`src/rtl/ecg_pkg.sv`:
```
// Shared constants and helpers for the ECG derivative stage.
package ecg_pkg;
   localparam int DIFF_FIRST = 0;
   localparam int DIFF_PT5   = 1;
   localparam int TAPS_FIRST = 1;
   localparam int TAPS_PT5   = 4;
   localparam int SAT_VEC_W  = 64;

   function automatic int taps_for(input int mode);
      return (mode == DIFF_PT5) ? TAPS_PT5 : TAPS_FIRST;
   endfunction

   // Clamp a sign-extended value into the signed range of `width` bits.
   function automatic logic signed [SAT_VEC_W-1:0] sat_narrow(
      input logic signed [SAT_VEC_W-1:0] value,
      input int unsigned                 width
   );
      logic signed [SAT_VEC_W-1:0] max_v;
      logic signed [SAT_VEC_W-1:0] min_v;
      max_v = (64'sd1 <<< (width - 1)) - 64'sd1;
      min_v = -max_v - 64'sd1;
      if (value > max_v) return max_v;
      if (value < min_v) return min_v;
      return value;
   endfunction
endpackage

```
`src/rtl/ecg_sat_narrow.sv`:
```
// Narrows a wide signed result to OUT_W bits, clamping or wrapping; ovf marks out-of-range input.
module ecg_sat_narrow
   import ecg_pkg::*;
#(
   parameter int IN_W   = 19,
   parameter int OUT_W  = 16,
   parameter int SAT_EN = 1
) (
   input  logic signed [IN_W-1:0]  din,
   output logic signed [OUT_W-1:0] dout,
   output logic                    ovf
);
   logic signed [SAT_VEC_W-1:0] din_ext;
   logic signed [SAT_VEC_W-1:0] clamped;

   always_comb begin
      din_ext = {{(SAT_VEC_W-IN_W){din[IN_W-1]}}, din};
      clamped = sat_narrow(din_ext, OUT_W);
      ovf     = (clamped != din_ext);
      dout    = (SAT_EN != 0) ? clamped[OUT_W-1:0] : din[OUT_W-1:0];
   end
endmodule

```
`src/rtl/axis_ecg_derivative.sv`:
```
// AXI-Stream derivative filter for QRS detection: first difference or 5-point
// Pan-Tompkins kernel, single output register, frame-aware priming.
module axis_ecg_derivative
   import ecg_pkg::*;
#(
   parameter int DATA_W   = 16,
   parameter int MODE     = 0,
   parameter int SAT_EN   = 1,
   parameter int PRIME_EN = 1
) (
   input  logic                     clk,
   input  logic                     rst,
   input  logic                     s_axis_tvalid,
   output logic                     s_axis_tready,
   input  logic signed [DATA_W-1:0] s_axis_tdata,
   input  logic                     s_axis_tlast,
   output logic                     m_axis_tvalid,
   input  logic                     m_axis_tready,
   output logic signed [DATA_W-1:0] m_axis_tdata,
   output logic                     m_axis_tlast,
   output logic                     sat_flag
);
   localparam int         TAPS     = taps_for(MODE);
   localparam int         ACC_W    = DATA_W + 3;
   localparam logic [2:0] TAPS_CNT = 3'(TAPS);

   logic signed [DATA_W-1:0] x1, x2, x3, x4;
   logic [2:0]               prime_cnt;
   logic                     accept;
   logic                     primed;
   logic signed [ACC_W-1:0]  xn_e, x1_e, x3_e, x4_e;
   logic signed [ACC_W-1:0]  diff_first, diff_pt5, raw;
   logic signed [DATA_W-1:0] narrowed;
   logic                     clip;

   assign s_axis_tready = !rst && (!m_axis_tvalid || m_axis_tready);
   assign accept        = s_axis_tvalid && s_axis_tready;
   assign primed        = (PRIME_EN == 0) || (prime_cnt == TAPS_CNT);

   // ACC_W is wide enough that neither kernel can overflow before narrowing.
   always_comb begin
      xn_e       = {{3{s_axis_tdata[DATA_W-1]}}, s_axis_tdata};
      x1_e       = {{3{x1[DATA_W-1]}}, x1};
      x3_e       = {{3{x3[DATA_W-1]}}, x3};
      x4_e       = {{3{x4[DATA_W-1]}}, x4};
      diff_first = xn_e - x1_e;
      diff_pt5   = ((xn_e <<< 1) + x1_e - x3_e - (x4_e <<< 1)) >>> 3;
      raw        = (MODE == DIFF_PT5) ? diff_pt5 : diff_first;
   end

   ecg_sat_narrow #(
      .IN_W   (ACC_W),
      .OUT_W  (DATA_W),
      .SAT_EN (SAT_EN)
   ) u_sat (
      .din  (raw),
      .dout (narrowed),
      .ovf  (clip)
   );

   always_ff @(posedge clk) begin
      if (rst) begin
         x1            <= '0;
         x2            <= '0;
         x3            <= '0;
         x4            <= '0;
         prime_cnt     <= '0;
         m_axis_tvalid <= 1'b0;
         m_axis_tdata  <= '0;
         m_axis_tlast  <= 1'b0;
         sat_flag      <= 1'b0;
      end else begin
         if (accept) begin
            // A frame end empties the delay line so the next frame re-primes.
            if (s_axis_tlast) begin
               x1        <= '0;
               x2        <= '0;
               x3        <= '0;
               x4        <= '0;
               prime_cnt <= '0;
            end else begin
               x1 <= s_axis_tdata;
               x2 <= x1;
               x3 <= x2;
               x4 <= x3;
               if (prime_cnt != TAPS_CNT) prime_cnt <= prime_cnt + 3'd1;
            end
            m_axis_tvalid <= primed;
            if (primed) begin
               m_axis_tdata <= narrowed;
               m_axis_tlast <= s_axis_tlast;
               if ((SAT_EN != 0) && clip) sat_flag <= 1'b1;
            end
         end else if (m_axis_tready) begin
            m_axis_tvalid <= 1'b0;
         end
      end
   end
endmodule

```
`config.mk`:
```
export PLATFORM = sky130hd
export DESIGN_NAME = axis_ecg_derivative
export DESIGN_NICKNAME = d
export VERILOG_FILES = /design/src/rtl/ecg_pkg.sv /design/src/rtl/ecg_sat_narrow.sv /design/src/rtl/axis_ecg_derivative.sv
export SDC_FILE = /design/constraint.sdc
export NUM_CORES = 1
export LEC_CHECK = 0
export ABC_AREA = 1
export BUFFER_PORTS_ARGS = -buffer_cell sky130_fd_sc_hd__buf_2
export CORE_ASPECT_RATIO = 0.5
export CORE_MARGIN = 4
export CORE_UTILIZATION = 30
export DETAILED_ROUTE_END_ITERATION = 8
export GPL_TIMING_DRIVEN = 0
export SETUP_SLACK_MARGIN = 0.3
export SLEW_MARGIN = 20
export SYNTH_ARGS = -nofsm -noshare
export SYNTH_HDL_FRONTEND = slang
export SYNTH_SLANG_ARGS = --single-unit
```
`constraint.sdc`:
```
create_clock -name clk -period 2.9 [get_ports clk]
set_input_delay 0.435 -clock clk [delete_from_list [all_inputs] [get_ports clk]]
set_output_delay 0.435 -clock clk [all_outputs]
set_load 0.005 [all_outputs]
```
==> metrics.md, run 1 <==
| Metric | Value |
|---|---|
| Peak supply drop | roughly 0.20 mV |
| Crit share post-route | 78.2% |
| Most common cell in the synthesized netlist | nand2_1 |
| Relative max-transition margin | roughly 60% |
| Cts hold-fix bufs | 0 |
| Filler cell count | 792 |
| Met2 usage | between 15 and 20% |
| PD cells | ~570 nW/um^2 |
| Synth top cells by count | nand2_1, inv_1, dfxtp_1 |
| Clk slew on worst S/H paths | 0.06 ns |
| Maxcap violations | 0 |
| DR iter-0 viols | 140 |
| Hold path start | m_axis_tready |
| First-pass GRT wire length | 10,200 um |
| Die height | approximately 72 um |
| Skew-Pair Late Insertion Delay | 0.28 ns |
| Unrepaired setup endpoints after global routing | false |
| Mapped Area | around 2400 um^2 |
| Worst Path Required | between 3 and 4 ns |
| CP Cell Sequence | ha_1 -> fa_1 -> inv_1 -> nand2_1 -> nand2_1 -> nand3_1 -> nand2_2 -> nand2_1 -> nand2_1 -> nand2_1 -> nand2_1 -> nand2_2 -> buf_6 -> nand2_1 -> a21oi_2 |
| Critical Path Fanout Max | 10 |
| Fin util | between 30 and 40% |
| Launch point of the worst reg-to-reg path | x1[0] |
| DP HPWL | 4700 um |
| Share of the yosys chip area belonging to registers | 31.1% |
| Register area | 761 um^2 |
| Distinct cell type count after synthesis | 31 |
| Layout Cell Area excl Fill | about 3000 um^2 |
| Crit path from | x1[0] |
| Arrival time worst endpoint | 2.44 ns |
| Routed len/inst | 12.5 um |
| Setup Viol. Count Final | 0 |
| Hold Vio Cnt, Final | 0 |
| F_max | 0.441 GHz |
| # resized after CTS | 0 |
| CTS Buf Count | 5 |
| Pleak | 1.43 nW |
| Yosys synthesis warning count | 0 |
| Mean Syn Cell Area | 7.14 um^2 |
| Met3 Use GR | 3.23% |
| CP max stage cell | fa_1 |
| Tmin final | between 2 and 2.5 ns |
| CTS Sinks | 38 |
| Fin Clk Skew | about 0.0058 ns |
| Global placer's final weighted congestion | 0.809 |
| Post-synth EDFFs | 0 |
| Setup TNS | 0 ns |
| Via Count | 2,241 |
| Syn Nets | ~380 |
| Slew Limit Fails | 0 |
| Via count of the first global-routing pass | 2,071 |
| WHS | 0.447 ns |
| Total I/O pin count | 41 |
| Top delay family on crit path | simple AND/OR/NAND/NOR gates |
| Number of vias per cell | 4.50 |
| Max clock buf depth | 2 |
| Crit. End Element | register |
| Die width | between 100 and 150 um |
| Antenna violations before repair | 0 |
| Setup Crit Path Kind | register to register |
| Gr busiest metal | met2 |
| Layout area overhead | 21.4% |
| Most common flop cell mapped by yosys | dfxtp_1 |
| Post-synth top area cell | dfxtp_1 |
| Tot GR Track Use | 13.0% |
| Seq cells post-synth | 38 |
| Die area | 9760 um^2 |
| CTS H-tree lvls | 2 |
| CTS root buf | clkbuf_16 |
| Nets@finish | 429 |
| Top cells by area, synth | dfxtp_1, nand2_1, ha_1, inv_1, a211oi_1 |
| Placed Area | roughly 2800 um^2 |
| Postcts setup bufs | 0 |
| Core area | 7620 um^2 |
| PortBufs | 39 |
| Post-Synthesis Cells | roughly 340 |
| TritonCTS clock tree | built |
| # diodes | 0 |
| Total power | ~1.7 mW |
| First-pass detailed-route iteration total | 4 |
| Pin count of the biggest net entering global routing | 14 |
| GR Overflow Total | 0 |
| Most used cell, CP | nand2_1 |
| CP Launch Type | register |
| Top cell type's share of synthesized area | 31.1% |
| Area occupied by multi-input gates | ~1500 um^2 |
| # rows | 22 |
| Buf/Inv on CP | 2 |
| Met1 Use GR | 18.8% |
| Worst slew pin tran | 0.608 ns |
| Post-route ant nets | 0 |
| Crit-path max cell delay | 0.42 ns |
| Starting density of the core | 32.1% |
| Status | finished clean |
| Drt drc | 0 |
| Hold Path Class | input port to register |
| Routed WL | 6210 um |
| Share of cells above drive strength 1 | 19.7% |
| Fraction of registers with async set/reset | 0% |
## placed cells by master (no fill, tap or decap), types with 4 or more instances in the layout
master | synthesis | layout
nand3_1 | 12 | 12
clkbuf_16 | 0 | 5
ha_1 | 18 | 18
nor2_1 | 32 | 32
o21ai_0 | 14 | 14
a21oi_1 | 20 | 20
inv_1 | 45 | 45
a211oi_1 | 16 | 16
dfxtp_1 | 38 | 38
buf_2 | 3 | 42
nor3_1 | 5 | 5
a21oi_2 | 11 | 11
nand2_1 | 89 | 89
clkbuf_1 | 4 | 4
xor2_1 | 11 | 11
## kinds of logic (layout without fill, tap and decap cells)
logic type	after synthesis	in the layout	synth area share (%)
AND/OR/NAND/NOR	151	151	26.4
XOR/XNOR	12	12	4.29
adder cells (fa/ha/maj)	19	19	10.0
AO/OA/AOI/OAI	67	67	18.9
flip-flops	38	38	31.1
buffers and inverters	56	103	9.35
## state kept, by name, indices dropped and copies added (netlist names)
name and cells:
prime_cnt 3, m_axis_tdata 16, sat_flag 1, m_axis_tvalid 1, x1 16, m_axis_tlast 1
## worst register-to-register path, cell delays in order, from the launching register on
cell and delay, ns:
dfxtp_1 0.31, ha_1 0.21, fa_1 0.42, inv_1 0.08
nand2_1 0.05, nand2_1 0.11, nand3_1 0.11, nand2_2 0.12
nand2_1 0.10, nand2_1 0.09, nand2_1 0.05, nand2_1 0.10
nand2_2 0.10, buf_6 0.15, nand2_1 0.11, a21oi_2 0.06
## cell type report
| cell class | count | area share [%] |
|---|---|---|
| buffer | 9 | 1.77 |
| clock buffer | 5 | 4.21 |
| clock inverter | 3 | 2.31 |
| inverter | 47 | 5.93 |
| multi-input combinational | 249 | 49.1 |
| sequential | 38 | 25.6 |
| tap | 108 | 4.55 |
| timing repair buffer | 39 | 6.57 |
## power breakdown
group	internal (mW)	switching, mW
registers	0.546	0.00889
clock network	0.494	0.229
logic	0.144	0.262
total	1.18	0.500
## path summary, 6_finish.rpt
check	end	slack, ns	depth (start not counted)
setup reg to reg	m_axis_tdata[14]	0.63	15
hold / removal	m_axis_tvalid	0.45	4
hold reg to reg	m_axis_tdata[0]	0.46	2
setup / recovery	m_axis_tdata[14]	0.63	15
## per-stage QoR
stage          std cells  setup slack [ns]
6_report             498             0.632
5_1_grt              498             0.462
4_1_cts              498             0.638
3_5_place_dp         490             0.381
3_3_place_gp         490             0.393
2_1_floorplan        343             0.754
## layer usage
layer | vias to the layer above | share of wire [%]
met5 | - | 0
met4 | 0 | 0.89
met3 | 5 | 5.5
met2 | 39 | 40
met1 | 998 | 53
li1 | 1199 | -
Note: power is estimated with default switching activity, not from simulation.
==> inputs of run 2 (changes only) <==
==> constraint.sdc (replaced) <==
create_clock -name clk -period 2.2 [get_ports clk]
set_input_delay 0.33 -clock clk [delete_from_list [all_inputs] [get_ports clk]]
set_output_delay 0.33 -clock clk [all_outputs]
set_load 0.005 [all_outputs]
==> metrics.md, run 2 (synthesis gave the netlist of run 1 again) <==
| Metric | Value |
|---|---|
| Antenna violations before repair | 0 (unchanged) |
| Global placer's final weighted congestion | 0.787 (-2.7%) |
| Routed WL | 6790 um (+9.4%) |
| Die area | 9760 um^2 (unchanged) |
| Drt drc | 0 (unchanged) |
| First-pass detailed-route iteration total | 4 (unchanged) |
| Number of vias per cell | 4.58 (+1.7%) |
| Hold path endpoint | m_axis_tvalid |
| CTS Buf Count | 5 (unchanged) |
| Nets@finish | 438 (+2.1%) |
| Via count of the first global-routing pass | 2,124 (+2.6%) |
| Relative max-transition margin | 60.6% (+1.1 points) |
| Max clock buf depth | 2 (unchanged) |
| Die width | 136 um (unchanged) |
| Via Count | 2,320 (+3.5%) |
| Fin worst setup slack | 0.196 ns (-0.436 ns) |
| Worst R2R Path Depth | 15 (unchanged) |
| First-pass GRT wire length | 10,500 um (+3.0%) |
| Routed len/inst | 13.4 um (+7.4%) |
| PortBufs | 39 (unchanged) |
| PD cells | 708 nW/um^2 (+25%) |
| Worst slew pin tran | 0.591 ns (-0.0166 ns) |
| CTS H-tree lvls | 2 (unchanged) |
| Pleak | 1.56 nW (+8.9%) |
| Hold Crit Depth | 4 (unchanged) |
| Buf/Inv on CP | 2 (unchanged) |
| Worst Path Required | 2.38 ns (-0.69 ns) |
| Layout area overhead | 44.5% |
| Arrival time worst endpoint | 2.18 ns (-0.26 ns) |
| Launch point of the worst reg-to-reg path | x1[0] |
| Most frequent cells in the layout | nand2_1, buf_2, inv_1 |
| CTS Sinks | 38 (unchanged) |
| TritonCTS clock tree | built |
| Setup Viol. Count Final | 0 (unchanged) |
| FF-to-FF End | m_axis_tdata[3] |
| Finished Layout Cells | 507 (+1.8%) |
| Internal reg-to-reg setup slack | 0.20 ns (-0.44 ns) |
| Starting density of the core | 32.1% (unchanged) |
| DR iter-0 viols | 111 (-21%) |
| Top Registers | m_axis_tdata: 16 flops, x1: 16 flops, prime_cnt: 3 flops |
| Setup Crit Path Kind | register to register |
| Tmin final | 2.00 ns (-0.264 ns) |
| Top delay family on crit path | simple AND/OR/NAND/NOR gates |
| Worst slack at placement | -0.107 ns (-0.488 ns) |
| Hold Path Class | input port to register |
| Hold Vio Cnt, Final | 0 (unchanged) |
| Commonest non-fill, non-tap cell in the layout | nand2_1 |
| # diodes | 0 (unchanged) |
| Core area | 7620 um^2 (unchanged) |
| Die height | 71.9 um (unchanged) |
| Maxcap violations | 0 (unchanged) |
| Setup TNS | 0 ns (unchanged) |
| Hold path start | m_axis_tready |
| Critical Path Fanout Max | 5 (-5) |
| Share of cells above drive strength 1 | 39.1% (+19 points) |
| Crit share post-route | 91.1% (+13 points) |
| CP Cell Sequence | ha_4 -> fa_2 -> inv_1 -> nand2_1 -> nand2_2 -> nand3_2 -> nand2_2 -> nand2_4 -> nand2_4 -> nand2_4 -> nand2_4 -> nand2_8 -> clkbuf_16 -> nand2_4 -> a21oi_2 |
| Crit. End Element | register |
| Clk slew on worst S/H paths | 0.06 ns (about the same) |
| Tot GR Track Use | 13.7% (+0.65 points) |
| Post-route ant nets | 0 (unchanged) |
| WHS | 0.337 ns (-0.111 ns) |
| Pin count of the biggest net entering global routing | 14 (unchanged) |
| Fin Clk Skew | 0.00731 ns (+0.00153 ns) |
| Placed Area | 2840 um^2 (+2.1%) |
| Unrepaired setup endpoints after global routing | true |
| Filler cell count | 746 (-5.8%) |
| DP HPWL | 4750 um (+1.1%) |
| GR Overflow Total | 0 (unchanged) |
| Most used cell, CP | nand2_4 |
| Total I/O pin count | 41 (unchanged) |
| Placed cells | 490 (unchanged) |
| Layout Cell Area excl Fill | 3540 um^2 (+19%) |
| Slew Limit Fails | 0 (unchanged) |
| CTS root buf | clkbuf_16 |
| Status | finished clean |
| Peak supply drop | 0.320 mV (+59%) |
| Crit-path max cell delay | 0.34 ns (-0.08 ns) |
| # rows | 22 (unchanged) |
| CP max stage cell | fa_2 |
| Skew-Pair Late Insertion Delay | 0.29 ns (about the same) |
| CP Launch Type | register |
| F_max | 0.499 GHz (+13%) |
run 2: cell count changes in the layout (fill, tap and decap cells not counted), moves of 8 or more:
cell	before	now
nand2_1	89	59
ha_1	18	3
nand2_2	3	19
a21oi_1	20	12
nand2_4	1	14
ha_4	0	15
run 2: timing repair:
| action | 4_1_cts | 5_1_grt |
|---|---|---|
| resized for setup | 34 | 50 |
| hold buffers | 0 | 0 |
| endpoints found under the setup margin | 17 | 17 |
| pin swaps | 6 | 10 |
| hold endpoints to repair | 0 | 0 |
| gates cloned | 1 | 1 |
| buffers inserted | 3 | 4 |
run 2: through the flow:
step | total power [mW] | utilization, %
after floorplan | 1.17 | -
after global placement | 1.30 | 37.2
after detailed placement | 1.31 | 37.2
after CTS | 2.35 | 42.5
after global routing | 2.63 | 46.4
final | 2.50 | 46.4
run 2: routing by layer:
layer	vias up	part of all wire [%]	GRT usage [%]
met5	-	0	0
met4	0	1.3	4.69
met1	1058	50	19.2
li1	1220	-	-
met3	7	5.3	3.86
met2	35	44	20.2
run 2: where the power goes:
group,total [mW],switching (mW),internal [mW]
registers,0.734,0.0138,0.720
logic,0.802,0.467,0.335
clock network,0.967,0.315,0.652
run 2: final cells by class:
| class | count | area [um^2] | area share (%) |
|---|---|---|---|
| clock inverter | 3 | 68.8 | 1.95 |
| inverter | 47 | 189 | 5.34 |
| timing repair buffer | 48 | 288 | 8.14 |
| buffer | 9 | 56.3 | 1.59 |
| multi-input combinational | 249 | 1910 | 54.0 |
| sequential | 38 | 764 | 21.6 |
| clock buffer | 5 | 125 | 3.54 |
| tap | 108 | 135 | 3.82 |
run 2: worst max-delay path by stage:
stage                          startpoint          endpoint  depth (start not counted)
after floorplan           s_axis_tdata[0]  m_axis_tdata[10]                         16
after global placement    s_axis_tdata[0]  m_axis_tdata[12]                         17
after detailed placement  s_axis_tdata[0]  m_axis_tdata[12]                         17
after CTS                           x1[0]  m_axis_tdata[12]                         15
after global routing                x1[0]   m_axis_tdata[2]                         13
final                               x1[0]   m_axis_tdata[3]                         15
run 2: tightest hold or removal path: stages:
cell	delay, ns
buf_2	0.07
inv_1	0.06
nand2_1	0.06
a21oi_1	0.05
==> inputs of run 3 (changes only) <==
--- a/config.mk
+++ b/config.mk
@@ -8,10 +8,10 @@
 export ABC_AREA = 1
 export BUFFER_PORTS_ARGS = -buffer_cell sky130_fd_sc_hd__buf_2
 export CORE_ASPECT_RATIO = 0.5
-export CORE_MARGIN = 4
 export CORE_UTILIZATION = 30
 export DETAILED_ROUTE_END_ITERATION = 8
 export GPL_TIMING_DRIVEN = 0
+export PLACE_DENSITY_LB_ADDON = 0.2
 export SETUP_SLACK_MARGIN = 0.3
 export SLEW_MARGIN = 20
 export SYNTH_ARGS = -nofsm -noshare
==> metrics.md, run 3 (synthesis gave the netlist of run 1 again) <==
| Metric | Value |
|---|---|
| Hold Vio Cnt, Final | 0 (unchanged) |
| Arrival time worst endpoint | 2.17 ns (about the same) |
| Commonest non-fill, non-tap cell in the layout | nand2_1 |
| Nets@finish | 439 (+0.23%) |
| Share of cells above drive strength 1 | 38.3% (-0.75 points) |
| Buf/Inv on CP | 2 (unchanged) |
| Most used cell, CP | nand2_4 |
| Top delay family on crit path | simple AND/OR/NAND/NOR gates |
| # diodes | 0 (unchanged) |
| Peak supply drop | 0.292 mV (-8.8%) |
| PortBufs | 39 (unchanged) |
| CP Cell Sequence | ha_4 -> fa_2 -> inv_2 -> nand2_2 -> nand2_2 -> nand3_2 -> nand2_4 -> nand2_4 -> nand2_4 -> nand2_2 -> nand2_4 -> nand2_4 -> buf_8 -> nand2_1 -> a21oi_1 |
| Maxcap violations | 0 (unchanged) |
| CP max stage cell | fa_2 |
| Tot GR Track Use | 16.5% (+2.8 points) |
| Routed WL | 6740 um (-0.75%) |
| Post-route ant nets | 0 (unchanged) |
| PD cells | 647 nW/um^2 (-8.6%) |
| F_max | 0.500 GHz (+0.26%) |
| WHS | 0.336 ns (-0.000320 ns) |
| DP HPWL | 4800 um (+1.2%) |
| Setup Viol. Count Final | 0 (unchanged) |
| Die height | 65.9 um (-8.3%) |
| First-pass detailed-route iteration total | 4 (unchanged) |
| DR iter-0 viols | 104 (-6.3%) |
| Clk slew on worst S/H paths | 0.06 ns (about the same) |
| CP Launch Type | register |
| Number of vias per cell | 4.56 (-0.34%) |
| CTS root buf | clkbuf_16 |
| Global placer's final weighted congestion | 0.840 (+6.7%) |
| Worst slack at placement | -0.131 ns (-0.0242 ns) |
| CTS Sinks | 38 (unchanged) |
| Fin Clk Skew | 0.00387 ns (-0.00344 ns) |
| Unrepaired setup endpoints after global routing | true |
| Critical Path Fanout Max | 5 (unchanged) |
| First-pass GRT wire length | 10,700 um (+2.0%) |
| Routed len/inst | 13.3 um (-0.75%) |
| # rows | 22 (unchanged) |
| Layout area overhead | 39.6% |
| Pin count of the biggest net entering global routing | 12 (-2) |
| Crit share post-route | 90.8% (-0.23 points) |
| Slew Limit Fails | 0 (unchanged) |
| Most frequent cells in the layout | nand2_1, buf_2, inv_1 |
| GR Overflow Total | 0 (unchanged) |
| Layout Cell Area excl Fill | 3420 um^2 (-3.4%) |
| Starting density of the core | 32.2% (+0.12 points) |
| Via count of the first global-routing pass | 2,161 (+1.7%) |
| Via Count | 2,312 (-0.34%) |
| TritonCTS clock tree | built |
| Worst Path Required | 2.37 ns (about the same) |
| CTS Buf Count | 5 (unchanged) |
| Fin worst setup slack | 0.202 ns (+0.00516 ns) |
| CTS H-tree lvls | 2 (unchanged) |
| Worst slew pin tran | 0.603 ns (+0.0114 ns) |
| Die area | 8550 um^2 (-12%) |
| Top Registers | m_axis_tdata: 16 flops, x1: 16 flops, prime_cnt: 3 flops |
| Tmin final | 2.00 ns (-0.00516 ns) |
| Max clock buf depth | 2 (unchanged) |
| Relative max-transition margin | 59.8% (-0.76 points) |
| Skew-Pair Late Insertion Delay | 0.29 ns (about the same) |
| Crit. End Element | register |
| Hold Path Class | input port to register |
| Total I/O pin count | 41 (unchanged) |
| Drt drc | 0 (unchanged) |
| Core area | 7600 um^2 (-0.36%) |
| Pleak | 1.51 nW (-2.9%) |
| Antenna violations before repair | 0 (unchanged) |
| Crit-path max cell delay | 0.35 ns (about the same) |
| Die width | 130 um (-4.4%) |
| Placed Area | 2840 um^2 (unchanged) |
| Status | finished clean |
| Setup Crit Path Kind | register to register |
## run 3: worst paths after layout
kind / slack (ns) / depth (start not counted) / end / start
worst max-delay path: 0.20 / 15 / m_axis_tdata[12] / x1[0]
worst min-delay path: 0.34 / 4 / m_axis_tvalid / m_axis_tready
worst max register to register: 0.20 / 15 / m_axis_tdata[12] / x1[0]
worst min register to register: 0.47 / 2 / m_axis_tdata[1] / m_axis_tdata[1]
## run 3: power by group
group          switching [mW]  total (mW)  internal (mW)
Sequential             0.0134       0.733          0.719
Combinational           0.442       0.764          0.323
Clock                   0.303       0.713          0.410
## run 3: final cells by class
cell class	instances	area, um^2
Clock buffer	5	125
Inverter	47	189
Buffer	9	56.3
Clock inverter	2	10.0
Timing Repair Buffer	49	302
Fill cell	809	4180
Sequential cell	38	762
Multi-Input combinational cell	249	1840
Tap cell	108	135
## run 3: worst reg2reg max path, cell delays in order, from the launching register on
cell	delay (ns)
dfxtp_2	0.33
ha_4	0.16
fa_2	0.35
inv_2	0.07
nand2_2	0.05
nand2_2	0.07
nand3_2	0.08
nand2_4	0.08
nand2_4	0.08
nand2_4	0.08
nand2_2	0.06
nand2_4	0.09
nand2_4	0.09
buf_8	0.15
nand2_1	0.07
a21oi_1	0.06
## run 3: per-layer routing
metal / up-vias / routed length [um] / GRT usage (%)
met1: 1048 / 3630 / 23.5
met4: 0 / 59 / 3.92
li1: 1224 / - / -
met5: - / 0 / 0
met2: 33 / 2820 / 25.1
met3: 7 / 228 / 3.56
## run 3: through the flow
stage / power, mW / util (%) / cells / TNS (ns)
after CTS: 2.17 / 43.3 / 505 / 0
after global routing: 2.34 / 45.0 / 507 / 0
after floorplan: 1.17 / - / 343 / 0
final: 2.21 / 45.0 / 507 / 0
after detailed placement: 1.31 / 37.3 / 490 / -1.50
after global placement: 1.31 / 37.3 / 490 / -1.58
## run 3: repair_timing
action | in CTS | in global routing
buffers inserted | 6 | 2
resized for setup | 44 | 29
endpoints found under the setup margin | 17 | 17
cloned | 2 | 0
pin swaps | 13 | 15
hold buffers | 0 | 0
